File: config.mk
export PLATFORM = sky130hd
export DESIGN_NAME = alu_bit_serial_seq_flat
export DESIGN_NICKNAME = d
export VERILOG_FILES = /design/src/rtl/alu_bit_serial_seq_if.sv /design/src/rtl/alu_bit_serial_seq.sv /design/src/flat_wrapper.sv
export SDC_FILE = /design/constraint.sdc
export NUM_CORES = 1
export LEC_CHECK = 0
export CORE_MARGIN = 5
export CORE_UTILIZATION = 35
export CTS_CLUSTER_SIZE = 24
export DETAILED_ROUTE_END_ITERATION = 6
export SYNTH_ARGS = -nofsm -noshare
export SYNTH_HDL_FRONTEND = slang
export SYNTH_SLANG_ARGS = --single-unit
export TNS_END_PERCENT = 30
File: constraint.sdc
create_clock -name clk -period 3 [get_ports clk]
set_input_delay 0.3 -clock clk [delete_from_list [all_inputs] [get_ports clk]]
set_output_delay 0.3 -clock clk [all_outputs]
set_load 0.05 [all_outputs]
File: src/rtl/alu_bit_serial_seq_if.sv
// Request, 1-bit ALU slice and result signals of the bit-serial sequencer.
// The master is the surrounding environment; the slave is the sequencer.
interface alu_bit_serial_seq_if #(
  parameter int WIDTH = 32
);
  logic [WIDTH-1:0] op_a;
  logic [WIDTH-1:0] op_b;
  logic [2:0]       op_ctrl;
  logic             start_valid;
  logic             start_ready;

  logic             slice_a;
  logic             slice_b;
  logic             slice_cin;
  logic [2:0]       slice_ctrl;
  logic             slice_out;
  logic             slice_cout;

  logic [WIDTH-1:0] result;
  logic             carry;
  logic             overflow;
  logic             zero;
  logic             negative;
  logic             err;
  logic             result_valid;
  logic             result_ready;

  modport master (
    output op_a, op_b, op_ctrl, start_valid, slice_out, slice_cout, result_ready,
    input  start_ready, slice_a, slice_b, slice_cin, slice_ctrl,
           result, carry, overflow, zero, negative, err, result_valid
  );

  modport slave (
    input  op_a, op_b, op_ctrl, start_valid, slice_out, slice_cout, result_ready,
    output start_ready, slice_a, slice_b, slice_cin, slice_ctrl,
           result, carry, overflow, zero, negative, err, result_valid
  );
endinterface

File: src/rtl/alu_bit_serial_seq.sv
// Bit-serial sequencer around a 1-bit ALU slice; result_valid WIDTH+1 cycles after accept (1 for illegal ops).
// One op in flight: start_ready only in IDLE, result and flags held until result_ready.
module alu_bit_serial_seq #(
  parameter int WIDTH = 32
) (
  input  logic               clk,
  input  logic               reset,
  alu_bit_serial_seq_if.slave bus
);
  localparam int CW = $clog2(WIDTH);

  typedef enum logic [1:0] {IDLE, RUN, DONE} state_e;

  state_e           state_q, state_d;
  logic [WIDTH-1:0] a_q, a_d;
  logic [WIDTH-1:0] b_q, b_d;
  logic [WIDTH-1:0] res_q, res_d;
  logic [2:0]       ctrl_q, ctrl_d;
  logic [CW-1:0]    cnt_q, cnt_d;
  logic             cy_q, cy_d;
  logic             carry_q, carry_d;
  logic             ovf_q, ovf_d;
  logic             zero_q, zero_d;
  logic             neg_q, neg_d;
  logic             err_q, err_d;
  logic             arith;
  logic             last_bit;
  logic             ctrl_legal;

  assign arith      = (ctrl_q[2:1] == 2'b01);
  assign last_bit   = (cnt_q == CW'(WIDTH - 1));
  assign ctrl_legal = (bus.op_ctrl[2:1] != 2'b00);

  always_comb begin
    state_d          = state_q;
    a_d              = a_q;
    b_d              = b_q;
    res_d            = res_q;
    ctrl_d           = ctrl_q;
    cnt_d            = cnt_q;
    cy_d             = cy_q;
    carry_d          = carry_q;
    ovf_d            = ovf_q;
    zero_d           = zero_q;
    neg_d            = neg_q;
    err_d            = err_q;
    bus.start_ready  = 1'b0;
    bus.result_valid = 1'b0;
    bus.slice_a      = 1'b0;
    bus.slice_b      = 1'b0;
    bus.slice_cin    = 1'b0;
    bus.slice_ctrl   = 3'd0;

    unique case (state_q)
      IDLE: begin
        bus.start_ready = 1'b1;
        if (bus.start_valid) begin
          a_d    = bus.op_a;
          b_d    = bus.op_b;
          ctrl_d = bus.op_ctrl;
          cy_d   = (bus.op_ctrl == 3'd3);
          cnt_d  = '0;
          if (ctrl_legal) begin
            state_d = RUN;
          end else begin
            state_d = DONE;
            res_d   = '0;
            carry_d = 1'b0;
            ovf_d   = 1'b0;
            zero_d  = 1'b0;
            neg_d   = 1'b0;
            err_d   = 1'b1;
          end
        end
      end

      RUN: begin
        bus.slice_a    = a_q[0];
        bus.slice_b    = b_q[0];
        bus.slice_cin  = cy_q;
        bus.slice_ctrl = ctrl_q;
        // Result bits fill the MSBs vacated by A, so A ends up holding the result.
        a_d   = {bus.slice_out, a_q[WIDTH-1:1]};
        b_d   = {1'b0, b_q[WIDTH-1:1]};
        cy_d  = bus.slice_cout;
        cnt_d = cnt_q + 1'b1;
        if (last_bit) begin
          state_d = DONE;
          res_d   = a_d;
          carry_d = arith & bus.slice_cout;
          ovf_d   = arith & (cy_q ^ bus.slice_cout);
          zero_d  = (a_d == '0);
          neg_d   = bus.slice_out;
          err_d   = 1'b0;
        end
      end

      DONE: begin
        bus.result_valid = 1'b1;
        if (bus.result_ready) state_d = IDLE;
      end

      default: state_d = IDLE;
    endcase
  end

  always_ff @(posedge clk) begin
    if (reset) begin
      state_q <= IDLE;
      a_q     <= '0;
      b_q     <= '0;
      res_q   <= '0;
      ctrl_q  <= 3'd0;
      cnt_q   <= '0;
      cy_q    <= 1'b0;
      carry_q <= 1'b0;
      ovf_q   <= 1'b0;
      zero_q  <= 1'b0;
      neg_q   <= 1'b0;
      err_q   <= 1'b0;
    end else begin
      state_q <= state_d;
      a_q     <= a_d;
      b_q     <= b_d;
      res_q   <= res_d;
      ctrl_q  <= ctrl_d;
      cnt_q   <= cnt_d;
      cy_q    <= cy_d;
      carry_q <= carry_d;
      ovf_q   <= ovf_d;
      zero_q  <= zero_d;
      neg_q   <= neg_d;
      err_q   <= err_d;
    end
  end

  assign bus.result   = res_q;
  assign bus.carry    = carry_q;
  assign bus.overflow = ovf_q;
  assign bus.zero     = zero_q;
  assign bus.negative = neg_q;
  assign bus.err      = err_q;
endmodule

File: src/flat_wrapper.sv
// flat-port wrapper written by rule: the top's interface ports become plain ports
module alu_bit_serial_seq_flat 
#(
  parameter int WIDTH = 32
)
  (clk, reset, bus_op_a, bus_op_b, bus_op_ctrl, bus_start_valid, bus_slice_out, bus_slice_cout, bus_result_ready, bus_start_ready, bus_slice_a, bus_slice_b, bus_slice_cin, bus_slice_ctrl, bus_result, bus_carry, bus_overflow, bus_zero, bus_negative, bus_err, bus_result_valid);
  alu_bit_serial_seq_if #(.WIDTH(WIDTH)) bus_i ();
  input  logic clk;
  input  logic reset;
  input wire logic [$bits(bus_i.op_a)-1:0] bus_op_a;
  input wire logic [$bits(bus_i.op_b)-1:0] bus_op_b;
  input wire logic [$bits(bus_i.op_ctrl)-1:0] bus_op_ctrl;
  input wire logic [$bits(bus_i.start_valid)-1:0] bus_start_valid;
  input wire logic [$bits(bus_i.slice_out)-1:0] bus_slice_out;
  input wire logic [$bits(bus_i.slice_cout)-1:0] bus_slice_cout;
  input wire logic [$bits(bus_i.result_ready)-1:0] bus_result_ready;
  output wire logic [$bits(bus_i.start_ready)-1:0] bus_start_ready;
  output wire logic [$bits(bus_i.slice_a)-1:0] bus_slice_a;
  output wire logic [$bits(bus_i.slice_b)-1:0] bus_slice_b;
  output wire logic [$bits(bus_i.slice_cin)-1:0] bus_slice_cin;
  output wire logic [$bits(bus_i.slice_ctrl)-1:0] bus_slice_ctrl;
  output wire logic [$bits(bus_i.result)-1:0] bus_result;
  output wire logic [$bits(bus_i.carry)-1:0] bus_carry;
  output wire logic [$bits(bus_i.overflow)-1:0] bus_overflow;
  output wire logic [$bits(bus_i.zero)-1:0] bus_zero;
  output wire logic [$bits(bus_i.negative)-1:0] bus_negative;
  output wire logic [$bits(bus_i.err)-1:0] bus_err;
  output wire logic [$bits(bus_i.result_valid)-1:0] bus_result_valid;
  assign bus_i.op_a = bus_op_a;
  assign bus_i.op_b = bus_op_b;
  assign bus_i.op_ctrl = bus_op_ctrl;
  assign bus_i.start_valid = bus_start_valid;
  assign bus_i.slice_out = bus_slice_out;
  assign bus_i.slice_cout = bus_slice_cout;
  assign bus_i.result_ready = bus_result_ready;
  assign bus_start_ready = bus_i.start_ready;
  assign bus_slice_a = bus_i.slice_a;
  assign bus_slice_b = bus_i.slice_b;
  assign bus_slice_cin = bus_i.slice_cin;
  assign bus_slice_ctrl = bus_i.slice_ctrl;
  assign bus_result = bus_i.result;
  assign bus_carry = bus_i.carry;
  assign bus_overflow = bus_i.overflow;
  assign bus_zero = bus_i.zero;
  assign bus_negative = bus_i.negative;
  assign bus_err = bus_i.err;
  assign bus_result_valid = bus_i.result_valid;
  alu_bit_serial_seq #(.WIDTH(WIDTH)) u_core (.clk(clk), .reset(reset), .bus(bus_i));
endmodule
==> results by group <==
Logic synthesis
  – Async set-reset flop share out of synthesis: 0
  – Cells after Synth: 557
  – Post-Syn Nets: 632
  – Mean Syn Cell Area: 8.525 um2
  – Yosys warnings: 0
  – Post-synth EDFFs: 0
  – Sequential fraction of the synthesis area: 0.4680
  – Distinct cells, synth: 33
  – Main synth FF type: dfxtp_1
  – Post-Syn Area: 0.004748 mm2
  – Number of synthesized register bits: 111

Detailed routing
  – Drt pass-1 iters: 4
  – DR iter-0 viols: 209
  – DR WL/cell: 15.14 um
  – Post-DRT Antenna Nets: 0
  – Via-to-Cell Ratio: 5.063
  – DRT Wirelength: 12490 um
  – Vias: 4177
  – DRC: 0

Worst setup path
  – Critical Path Max Stage Delay: 840 ps
  – WS Path Type: reg -> out
  – Data arrival, critical path: 2070 ps
  – Crit-path max FO: 12
  – CP startpoint kind: flop
  – Worst setup EP type: output port
  – Critical Path RT: 2700 ps
  – CP Cell Sequence: nor2b_1, clkdlybuf4s50_1
  – Critical Path Slowest Stage Cell: clkdlybuf4s50_1

Floorplanning
  – Die ar.: 0.01600 mm2
  – Rows: 42
  – Die width: 126.5 um
  – IO Count: 118
  – Core area: 0.01330 mm2
  – Starting density of the core: 0.3571
  – Die H: 126.5 um

GRT
  – Gr usage total: 0.1559
  – First-pass GRT wire length: 20510 um
  – Initial antenna violation count: 0
  – Pin count of the biggest net entering global routing: 87
  – Gr ovfl total: 0
  – Vias in the first global route: 4094

STA
  – Final slew viol count: 0
  – Final hold slack: 477.7 ps
  – Final setup fails: 0
  – Fin crit period: 2371 ps
  – Worst-margin pin slew: 891.1 ps
  – Hold Vio Cnt, Final: 0
  – Worst slew margin: 0.4059
  – Final Cycle Share: 0.7902
  – Worst Skew: 4.418 ps
  – RSZ-0062 raised after global routing: no
  – Max frequency: 421.8 MHz
  – Sum Neg Setup Slack: 0 ps

Clocking
  – Root Driver: clkbuf_16
  – Worst-Skew Late Latency: 350 ps
  – Clock-pin slew on the worst setup and hold paths: 70 ps
  – Cts hold-fix bufs: 0
  – CTS tree: yes
  – Sink Count: 111
  – # H-tree levels: 3
  – Cts repair resizes: 0
  – Longest Clk Path Bufs: 2
  – Cts bufs inserted: 9
  – Setup bufs post-CTS: 0

Pwr
  – PD cells: 552.5 mW/mm2
  – Leak pwr: 0.002346 uW
  – Peak supply drop: 0.0002828 V

Placed design
  – Placed inst area: 0.006015 mm2
  – DP Cell Count: 810
  – Hpwl dp: 8527 um
  – GPL Wtd Cong: 0.7367
  – PortBufs: 117

Flow run
  – Max-Cap Viols: 0

Layout
  – Fill cell count: 1307
  – Final #Nets: 720
  – Non-filler instance count after layout: 825
  – # diodes: 0
  – Reg area: 0.002222 mm2
  – Layout cells sized above 1: 0.06009
  – Layout area overhead: 33.18%
  – Area of the multi-input gates: 0.002326 mm2
  – Fin area: 0.006324 mm2

Run status
  – Status: completed

Worst hold path
  – HP Class: reg -> reg
worst max-delay path: cells and delay by family, from the launching register on:
kind,cells,cell delay (ps)
buffers and inverters,1,840
flip-flops,1,610
AND/OR/NAND/NOR,1,270
routing by layer:
| metal | part of all wire | vias up | global-route usage | routed length (um) |
|---|---|---|---|---|
| li1 | - | 2106 | - | - |
| met5 | 0 | - | 0 | 0 |
| met3 | 0.030 | 15 | 0.02690 | 373 |
| met4 | 0.017 | 0 | 0.05868 | 210 |
| met1 | 0.47 | 1968 | 0.2045 | 5899 |
| met2 | 0.48 | 88 | 0.2568 | 6009 |
sequential cells by signal, indices dropped and copies added, names as in the netlist:
| register | count |
|---|---|
| u_core.bus.err | 1 |
| u_core.ctrl_q | 3 |
| u_core.bus.zero | 1 |
| u_core.bus.carry | 1 |
| u_core.cy_q | 1 |
| u_core.bus.overflow | 1 |
| u_core.b_q | 32 |
| u_core.cnt_q | 5 |
| u_core.bus.result | 32 |
| u_core.a_q | 32 |
| u_core.state_q | 2 |
cell usage in the layout (no fill, tap or decap), types with 2 or more instances in the layout:
cell type and n:
clkdlybuf4s50_1 110, dfxtp_1 111, a22oi_1 4, and2_1 39, buf_12 2, nor2_1 111, clkbuf_16 9, nor4_1 7
a21oi_1 5, ha_1 2, nand3_1 5, nor3b_1 2, mux2_2 3, nand2_1 63, buf_4 14, mux2i_1 35
nor3_1 37, a311oi_1 31, nand2b_1 4, clkbuf_8 3, a211oi_1 34
stage by stage:
| step | setup slack (ps) | total power [uW] | util |
|---|---|---|---|
| 3_5_place_dp | 668.1 | 2291 | 0.4524 |
| 4_1_cts | 596.5 | 3534 | 0.4756 |
| 6_report | 629.4 | 3494 | 0.4756 |
| 5_1_grt | 477.7 | 3661 | 0.4756 |
| 3_3_place_gp | 697.5 | 2277 | 0.4524 |
| 2_1_floorplan | 1195 | 2068 | - |
kinds of logic (layout without fill, tap and decap cells):
kind of cell               Yosys count  in the layout  share of synthesized area
AOI/OAI and AO/OA                   80             80                     0.1331
xor gates and xnor gates             1              1                   0.001845
adders and majority gates            2              2                   0.005269
buffers and inverters               49            141                    0.04980
DFF                                111            111                     0.4680
muxes                               38             38                    0.08090
and+or+nand+nor                    276            276                     0.2611
cell usage after synthesis (3+ instances only):
library cell | instances | area, um2
buf_2 | 15 | 75.07
and2_1 | 39 | 244.0
nor3_1 | 37 | 185.2
mux2i_1 | 35 | 350.3
dfxtp_1 | 111 | 2222
a311oi_1 | 31 | 271.5
a21oi_1 | 5 | 25.02
mux2_2 | 3 | 33.78
nand2_1 | 63 | 236.5
a211oi_1 | 34 | 255.2
buf_4 | 5 | 37.54
clkbuf_1 | 26 | 97.59
nand3_1 | 5 | 25.02
a22oi_1 | 4 | 30.03
nor2_1 | 112 | 420.4
nand2b_1 | 5 | 31.28
nor4_1 | 7 | 43.79
path summary, 6_finish.rpt:
path | startpoint | to | slack, ps | cells after the start
worst max-delay path | u_core.state_q[1] | bus_result_valid | 630 | 2
worst max register to register | u_core.cnt_q[0] | u_core.bus.result[13] | 760 | 8
worst min-delay path | u_core.b_q[10] | u_core.b_q[9] | 480 | 2
worst min register to register | u_core.b_q[10] | u_core.b_q[9] | 480 | 2
power by group:
part	leakage (uW)	switching, uW	internal (uW)
Sequential	0.000912	77.6	1580
Combinational	0.00128	328	266
Clock	0.000152	525	714
Total	0.00235	930	2560
final cells by class:
class                      count  share of cell area
clock buffer                  13             0.04274
timing repair buffer         126              0.1971
multi-input combinational    397              0.3678
clock inverter                 2            0.006134
sequential                   111              0.3514
tap                          176             0.03482
No activity file was read; power rests on OpenSTA's default activity.
